`config.mk`:
```
export PLATFORM = sky130hd
export DESIGN_NAME = spi_square_draw_flat
export DESIGN_NICKNAME = d
export VERILOG_FILES = /design/src/rtl/spi_square_draw_pkg.sv /design/src/rtl/spi_square_draw_if.sv /design/src/rtl/spi_square_draw_byte_tx.sv /design/src/rtl/spi_square_draw.sv /design/src/flat_wrapper.sv
export SDC_FILE = /design/constraint.sdc
export NUM_CORES = 1
export LEC_CHECK = 0
export ABC_AREA = 1
export CAP_MARGIN = 5
export CORE_UTILIZATION = 60
export CTS_CLUSTER_DIAMETER = 30
export DETAILED_ROUTE_END_ITERATION = 8
export PLACE_DENSITY_LB_ADDON = 0.12
export SLEW_MARGIN = 40
export SYNTH_ARGS = -nofsm -noshare
export SYNTH_HDL_FRONTEND = slang
export SYNTH_SLANG_ARGS = --single-unit
```
`constraint.sdc`:
```
create_clock -name i_clk -period 3.75 [get_ports i_clk]
set_input_delay 0.75 -clock i_clk [delete_from_list [all_inputs] [get_ports i_clk]]
set_output_delay 0.75 -clock i_clk [all_outputs]
set_load 0.02 [all_outputs]
```
`src/rtl/spi_square_draw_pkg.sv`:
```
// Shared constants and types for the SPI rectangle drawer (ILI9341 command set).
package spi_square_draw_pkg;

    localparam int         RGB_W     = 16;
    localparam logic [7:0] CMD_CASET = 8'h2A;
    localparam logic [7:0] CMD_PASET = 8'h2B;
    localparam logic [7:0] CMD_RAMWR = 8'h2C;

    typedef logic [RGB_W-1:0] rgb565_t;

    typedef enum logic [2:0] {
        S_IDLE, S_WAIT, S_CASET, S_PASET, S_RAMWR, S_PIXEL, S_DONE
    } state_t;

    function automatic logic on_edge(input logic [15:0] cx, cy, x0, x1, y0, y1);
        return (cx == x0) || (cx == x1) || (cy == y0) || (cy == y1);
    endfunction

endpackage

```
`src/rtl/spi_square_draw_if.sv`:
```
// Request/SPI-side signal bundle of the rectangle drawer.
interface spi_square_draw_if;
    logic        i_start;
    logic [15:0] i_x, i_y, i_w, i_h;
    logic [15:0] i_color, i_fill;
    logic        o_mosi, o_dc, o_cs, o_busy, o_done;

    modport master (output i_start, i_x, i_y, i_w, i_h, i_color, i_fill,
                    input  o_mosi, o_dc, o_cs, o_busy, o_done);
    modport slave  (input  i_start, i_x, i_y, i_w, i_h, i_color, i_fill,
                    output o_mosi, o_dc, o_cs, o_busy, o_done);
endinterface

```
`src/rtl/spi_square_draw_byte_tx.sv`:
```
// 8-bit MSB-first shifter; a load on the last-bit cycle continues seamlessly into the next byte.
module spi_byte_tx (
    input  logic       i_clk,
    input  logic       i_rst,
    input  logic       load,
    input  logic [7:0] data,
    input  logic       dc_in,
    output logic       mosi,
    output logic       dc,
    output logic       last
);
    logic [7:0] sh;
    logic [2:0] cnt;
    logic       act;
    logic       dc_r;

    // Zeros shift in behind the data so mosi idles low once a byte drains.
    always_ff @(posedge i_clk or negedge i_rst) begin
        if (!i_rst) begin
            sh   <= '0;
            cnt  <= '0;
            act  <= 1'b0;
            dc_r <= 1'b0;
        end else if (load) begin
            sh   <= data;
            cnt  <= '0;
            act  <= 1'b1;
            dc_r <= dc_in;
        end else if (act) begin
            sh  <= {sh[6:0], 1'b0};
            cnt <= cnt + 3'd1;
            if (cnt == 3'd7) begin
                act  <= 1'b0;
                dc_r <= 1'b0;
            end
        end
    end

    assign mosi = sh[7];
    assign dc   = dc_r;
    assign last = act && (cnt == 3'd7);
endmodule

```
`src/rtl/spi_square_draw.sv`:
```
// Draws a clipped solid RGB565 rectangle: CASET, PASET, RAMWR, then pixel data, one bit per clock.
// Build option: SQUARE_BORDER_EN paints the outline with i_color and the interior with i_fill.
module spi_square_draw
    import spi_square_draw_pkg::*;
#(
    parameter int DELAY  = 20,
    parameter int WIDTH  = 240,
    parameter int HEIGHT = 320
) (
    input  logic              i_clk,
    input  logic              i_rst,
    spi_square_draw_if.slave  bus
);
    localparam logic [16:0] X_MAX = 17'(WIDTH - 1);
    localparam logic [16:0] Y_MAX = 17'(HEIGHT - 1);

    state_t      st;
    logic [2:0]  idx;
    logic [15:0] dly_cnt;
    logic [15:0] x0, y0, x1, y1, cx, cy;
    rgb565_t     color_r, pix_col, cur_col;
    logic        last_pix, cs_r, busy_r, done_r;

    logic        ld, fin, ld_dc, tx_last;
    state_t      ld_st;
    logic [2:0]  ld_idx;
    logic [7:0]  ld_byte;

    // Clip against the panel in 17 bits so x0+w cannot wrap.
    logic [16:0] x_end, y_end;
    logic [15:0] x1_in, y1_in;
    logic        empty_in;
    assign x_end    = {1'b0, bus.i_x} + {1'b0, bus.i_w} - 17'd1;
    assign y_end    = {1'b0, bus.i_y} + {1'b0, bus.i_h} - 17'd1;
    assign x1_in    = (x_end > X_MAX) ? X_MAX[15:0] : x_end[15:0];
    assign y1_in    = (y_end > Y_MAX) ? Y_MAX[15:0] : y_end[15:0];
    assign empty_in = (bus.i_w == 16'd0) || (bus.i_h == 16'd0) ||
                      ({1'b0, bus.i_x} > X_MAX) || ({1'b0, bus.i_y} > Y_MAX);

`ifdef SQUARE_BORDER_EN
    rgb565_t fill_r;
    always_ff @(posedge i_clk or negedge i_rst) begin
        if (!i_rst)                         fill_r <= '0;
        else if (st == S_IDLE && bus.i_start) fill_r <= bus.i_fill;
    end
    assign cur_col = on_edge(cx, cy, x0, x1, y0, y1) ? color_r : fill_r;
`else
    logic unused_fill;
    assign unused_fill = ^bus.i_fill;
    assign cur_col     = color_r;
`endif

    // Next byte to load: (state, idx) names the byte currently on the wire.
    always_comb begin
        ld     = 1'b0;
        fin    = 1'b0;
        ld_st  = st;
        ld_idx = idx;
        case (st)
            S_WAIT:  if (dly_cnt == 16'd0) begin ld = 1'b1; ld_st = S_CASET; ld_idx = 3'd0; end
            S_CASET: if (tx_last) begin
                ld = 1'b1;
                if (idx == 3'd4) begin ld_st = S_PASET; ld_idx = 3'd0; end
                else ld_idx = idx + 3'd1;
            end
            S_PASET: if (tx_last) begin
                ld = 1'b1;
                if (idx == 3'd4) begin ld_st = S_RAMWR; ld_idx = 3'd0; end
                else ld_idx = idx + 3'd1;
            end
            S_RAMWR: if (tx_last) begin ld = 1'b1; ld_st = S_PIXEL; ld_idx = 3'd0; end
            S_PIXEL: if (tx_last) begin
                if (idx == 3'd0)   begin ld = 1'b1; ld_idx = 3'd1; end
                else if (last_pix) fin = 1'b1;
                else               begin ld = 1'b1; ld_idx = 3'd0; end
            end
            default: ;
        endcase
    end

    always_comb begin
        ld_byte = 8'h00;
        ld_dc   = 1'b1;
        case (ld_st)
            S_CASET: case (ld_idx)
                3'd0:    begin ld_byte = CMD_CASET; ld_dc = 1'b0; end
                3'd1:    ld_byte = x0[15:8];
                3'd2:    ld_byte = x0[7:0];
                3'd3:    ld_byte = x1[15:8];
                default: ld_byte = x1[7:0];
            endcase
            S_PASET: case (ld_idx)
                3'd0:    begin ld_byte = CMD_PASET; ld_dc = 1'b0; end
                3'd1:    ld_byte = y0[15:8];
                3'd2:    ld_byte = y0[7:0];
                3'd3:    ld_byte = y1[15:8];
                default: ld_byte = y1[7:0];
            endcase
            S_RAMWR: begin ld_byte = CMD_RAMWR; ld_dc = 1'b0; end
            S_PIXEL: ld_byte = (ld_idx == 3'd0) ? cur_col[15:8] : pix_col[7:0];
            default: ;
        endcase
    end

    always_ff @(posedge i_clk or negedge i_rst) begin
        if (!i_rst) begin
            st       <= S_IDLE;
            idx      <= '0;
            dly_cnt  <= '0;
            x0 <= '0; y0 <= '0; x1 <= '0; y1 <= '0; cx <= '0; cy <= '0;
            color_r  <= '0;
            pix_col  <= '0;
            last_pix <= 1'b0;
            cs_r     <= 1'b1;
            busy_r   <= 1'b0;
            done_r   <= 1'b0;
        end else begin
            done_r <= 1'b0;
            case (st)
                S_IDLE: if (bus.i_start) begin
                    x0 <= bus.i_x;  y0 <= bus.i_y;
                    x1 <= x1_in;    y1 <= y1_in;
                    cx <= bus.i_x;  cy <= bus.i_y;
                    color_r  <= bus.i_color;
                    last_pix <= 1'b0;
                    busy_r   <= 1'b1;
                    if (empty_in) begin
                        st     <= S_DONE;
                        done_r <= 1'b1;
                    end else begin
                        st      <= S_WAIT;
                        dly_cnt <= 16'(DELAY - 1);
                    end
                end
                S_WAIT: if (dly_cnt != 16'd0) dly_cnt <= dly_cnt - 16'd1;
                S_DONE: begin
                    st     <= S_IDLE;
                    busy_r <= 1'b0;
                end
                default: ;
            endcase

            if (ld) begin
                st   <= ld_st;
                idx  <= ld_idx;
                cs_r <= 1'b0;
            end
            // Low byte load retires the pixel and steps the raster position.
            if (ld && ld_st == S_PIXEL) begin
                if (ld_idx == 3'd0) pix_col <= cur_col;
                else begin
                    last_pix <= (cx == x1) && (cy == y1);
                    if (cx == x1) begin
                        cx <= x0;
                        cy <= cy + 16'd1;
                    end else cx <= cx + 16'd1;
                end
            end
            if (fin) begin
                st     <= S_DONE;
                cs_r   <= 1'b1;
                done_r <= 1'b1;
            end
        end
    end

    spi_byte_tx u_tx (
        .i_clk (i_clk),
        .i_rst (i_rst),
        .load  (ld),
        .data  (ld_byte),
        .dc_in (ld_dc),
        .mosi  (bus.o_mosi),
        .dc    (bus.o_dc),
        .last  (tx_last)
    );

    assign bus.o_cs   = cs_r;
    assign bus.o_busy = busy_r;
    assign bus.o_done = done_r;
endmodule

```
`src/flat_wrapper.sv`:
```
// flat-port wrapper written by rule: the top's interface ports become plain ports
module spi_square_draw_flat import spi_square_draw_pkg::*;
#(
    parameter int DELAY  = 20,
    parameter int WIDTH  = 240,
    parameter int HEIGHT = 320
)
  (i_clk, i_rst, bus_i_start, bus_i_x, bus_i_y, bus_i_w, bus_i_h, bus_i_color, bus_i_fill, bus_o_mosi, bus_o_dc, bus_o_cs, bus_o_busy, bus_o_done);
  spi_square_draw_if bus_i ();
  input  logic i_clk;
  input  logic i_rst;
  input wire logic [$bits(bus_i.i_start)-1:0] bus_i_start;
  input wire logic [$bits(bus_i.i_x)-1:0] bus_i_x;
  input wire logic [$bits(bus_i.i_y)-1:0] bus_i_y;
  input wire logic [$bits(bus_i.i_w)-1:0] bus_i_w;
  input wire logic [$bits(bus_i.i_h)-1:0] bus_i_h;
  input wire logic [$bits(bus_i.i_color)-1:0] bus_i_color;
  input wire logic [$bits(bus_i.i_fill)-1:0] bus_i_fill;
  output wire logic [$bits(bus_i.o_mosi)-1:0] bus_o_mosi;
  output wire logic [$bits(bus_i.o_dc)-1:0] bus_o_dc;
  output wire logic [$bits(bus_i.o_cs)-1:0] bus_o_cs;
  output wire logic [$bits(bus_i.o_busy)-1:0] bus_o_busy;
  output wire logic [$bits(bus_i.o_done)-1:0] bus_o_done;
  assign bus_i.i_start = bus_i_start;
  assign bus_i.i_x = bus_i_x;
  assign bus_i.i_y = bus_i_y;
  assign bus_i.i_w = bus_i_w;
  assign bus_i.i_h = bus_i_h;
  assign bus_i.i_color = bus_i_color;
  assign bus_i.i_fill = bus_i_fill;
  assign bus_o_mosi = bus_i.o_mosi;
  assign bus_o_dc = bus_i.o_dc;
  assign bus_o_cs = bus_i.o_cs;
  assign bus_o_busy = bus_i.o_busy;
  assign bus_o_done = bus_i.o_done;
  spi_square_draw #(.DELAY(DELAY), .WIDTH(WIDTH), .HEIGHT(HEIGHT)) u_core (.i_clk(i_clk), .i_rst(i_rst), .bus(bus_i));
endmodule
```
==> flow_summary.json <==
{
  "status": "complete, no violations",
  "synthSimpleGateAreaFrac": 0.276,
  "firstDrtPassIters": 6,
  "viasPerCell": 5.36,
  "ys_seq_elements": 159,
  "synth_seq_area_share": 0.341,
  "cts_hold_buf": 0,
  "cts_tree": "yes",
  "cp_max_fo": 7,
  "hold_viol_final": 0,
  "drv_cap": 0,
  "synth_top_area_frac": 0.339,
  "synth_mux_area_frac": 0,
  "cts_setup_buffers": 0,
  "synth_area_leaders": "dfrtp_1 (34%), nand2_1 (14%), inv_1 (10%), ha_1 (7.4%), o21ai_0 (4.7%)",
  "final_common_cell": "nand2_1",
  "rows": 50,
  "cts_inserted_buffers": 17,
  "io_pins": 104,
  "ys_types": 49,
  "clock_sinks": 159,
  "die_width_um": 141,
  "grt_pass1_vias": 10300,
  "dr_total_vias": 10900,
  "synth_edf_count": 0,
  "root_buffer": "clkbuf_16",
  "cts_max_path_buffers": 2,
  "peakVddDrop_mv": 0.329,
  "drive_above_1_share": 0.0588,
  "clock.fmax_ghz": 0.296,
  "start_util": 0.617,
  "cellPowerDensity_mw_per_mm2": 592,
  "cts_max_level": 4,
  "synth_top_family_by_area": "simple AND/OR/NAND/NOR gates",
  "dieArea_mm2": 0.0200,
  "dpl.hpwl_um": 21600,
  "gp_routability_congestion": 0.916,
  "cp-end-kind": "flop",
  "fin_tns_setup_ps": 0,
  "arrival_ps": 3700,
  "grt_pass1_wl_um": 48700,
  "period_needed_ps": 3380,
  "fin_ws_ps": 375,
  "drc": 0,
  "syn_avg_cell_area_um2": 6.99,
  "startpoint_type": "primary input",
  "n_antenna_cell": 0,
  "ys_warn_count": 0,
  "crit_required_ps": 4070,
  "r2r_slack_ps": 620,
  "rsz0062_at_grt": "no",
  "syn-num-nets": 1838,
  "routedWlPerCell_um": 14.2,
  "grt_overflow_total": 0,
  "synth.largest_area_cell": "dfrtp_1",
  "core_area_mm2": 0.0189,
  "pre_cts_ws_ps": -72.0,
  "grt_max_degree": 75,
  "tightest_slew_ps": 730,
  "final_nets": 1927,
  "path_clk_slew_ps": 60,
  "gr-usage-all-layers": 0.304,
  "setup_violations": 0,
  "area_growth_pct": 15.3,
  "worstSetupPathType": "in -> reg",
  "synth_area_mm2": 0.0117,
  "drt-total-wl_um": 28900,
  "postSynthCellCount": 1668,
  "max_slew_margin": 0.513,
  "synth_xor_area_frac": 0.0473,
  "io_buffers": 87,
  "hold_class": "in -> async",
  "fin_skew_ps": 7.87,
  "synthFlopType": "dfrtp_1",
  "clock_latency_ps": 430,
  "fillers": 1638,
  "synth_compound_gate_area_share": 0.132,
  "async_reset_ff_frac": 1.00,
  "die_h_um": 141,
  "drt-initial-drc-count": 923,
  "timing.final.crit_share": 0.900,
  "synth_fa_ha_area_frac": 0.0775,
  "layout_common_cells": "nand2_1 (428), inv_1 (314), dfrtp_1 (158), o21ai_0 (110), nand3_1 (104)",
  "antenna_found_initial": 0,
  "ant_nets": 0,
  "drv_slew": 0,
  "cts_resized": 0,
  "p_leak_nw": 7.09
}
-- cells by family (layout without fill, tap and decap cells) --
group                      count (synthesis)  count (layout)
and+or+nand+nor                          733             733
adders and majority gates                 71              71
buffers and inverters                    368             470
DFF                                      159             159
xor gates and xnor gates                  63              63
AOI/OAI and AO/OA                        274             274
-- registers in the layout (all words and copies together) (netlist names) --
signal	flops
u_core.color_r	16
u_core.cx	16
u_core.cy	16
u_core.dly_cnt	16
u_core.x0	16
u_core.x1	16
u_core.y0	16
u_core.y1	16
u_core.pix_col	8
u_core.u_tx.sh	8
u_core.idx	3
u_core.st	3
u_core.u_tx.cnt	3
u_core.bus.o_busy	1
u_core.bus.o_cs	1
u_core.bus.o_done	1
u_core.last_pix	1
u_core.u_tx.act	1
u_core.u_tx.dc	1
-- synthesized netlist by cell type (all sizes together) (20+ instances only) --
master and count:
xor2 42, nand3 107, o21ai 128, nand2 437, xnor2 21, o211ai 21, inv 322, nor2 97
buf 23, ha 69, nand4 34, clkbuf 20, dfrtp 158, nor3 30, a21oi 76
-- power breakdown --
part,leakage (nW),internal (mW),switching (mW)
logic,4.81,1.28,2.10
clock network,0.297,1.09,0.715
registers,1.99,2.29,0.484
total,7.09,4.66,3.30
-- final cells by class --
class	count	area [um2]	share of cell area
clock buffer	20	457	0.0340
clock inverter	12	159	0.0118
inverter	325	1220	0.0909
multi-input combinational	1141	6220	0.463
sequential	159	3980	0.296
tap	260	325	0.0242
timing repair buffer	113	1080	0.0803
-- final timing paths --
| check | to | cells after the start | start |
|---|---|---|---|
| worst max-delay path | u_core.y1[3] | 20 | bus_i_h[1] |
| worst min-delay path | u_core.dly_cnt[8] | 1 | i_rst |
| worst max register to register | u_core.cy[14] | 16 | u_core.u_tx.cnt[0] |
| worst min register to register | u_core.bus.o_cs | 2 | u_core.bus.o_cs |
| max in group asynchronous | u_core.y1[8] | 2 | i_rst |
| min in group i_clk | u_core.bus.o_cs | 2 | u_core.bus.o_cs |
-- metal layers --
metal  wire, um  up-vias  track usage
li1           -     5500            -
met1      13000     4993        0.408
met2      13500      337        0.504
met3       1770       54       0.0472
met4        609        0        0.100
met5          0        -            0
-- worst max-delay path, stage by stage --
cell and delay [ps]:
clkdlybuf4s50_1 480, inv_1 50, ha_1 280, inv_1 60, ha_1 170, inv_1 70
fa_1 390, o21ai_0 190, buf_4 150, nand2_1 40, nand2_1 90, nand3_1 90
nand2_1 70, nand2_1 40, nand2_1 50, nand2_1 50, nor2_1 150, nand3_1 230
o21ai_0 240, inv_1 60
-- through the flow --
step / hold WS (ps) / power (mW) / util / std cells / instance area [um2]
after floorplan: 441 / 5.17 / - / 1668 / 11700
after global routing: 375 / 8.60 / 0.712 / 2030 / 13400
final: 308 / 7.95 / 0.712 / 2030 / 13400
after CTS: 336 / 7.95 / 0.712 / 2030 / 13400
after global placement: 452 / 5.98 / 0.679 / 1998 / 12800
after detailed placement: 453 / 6.09 / 0.679 / 1998 / 12800
Power figures use the tool's default switching activity.
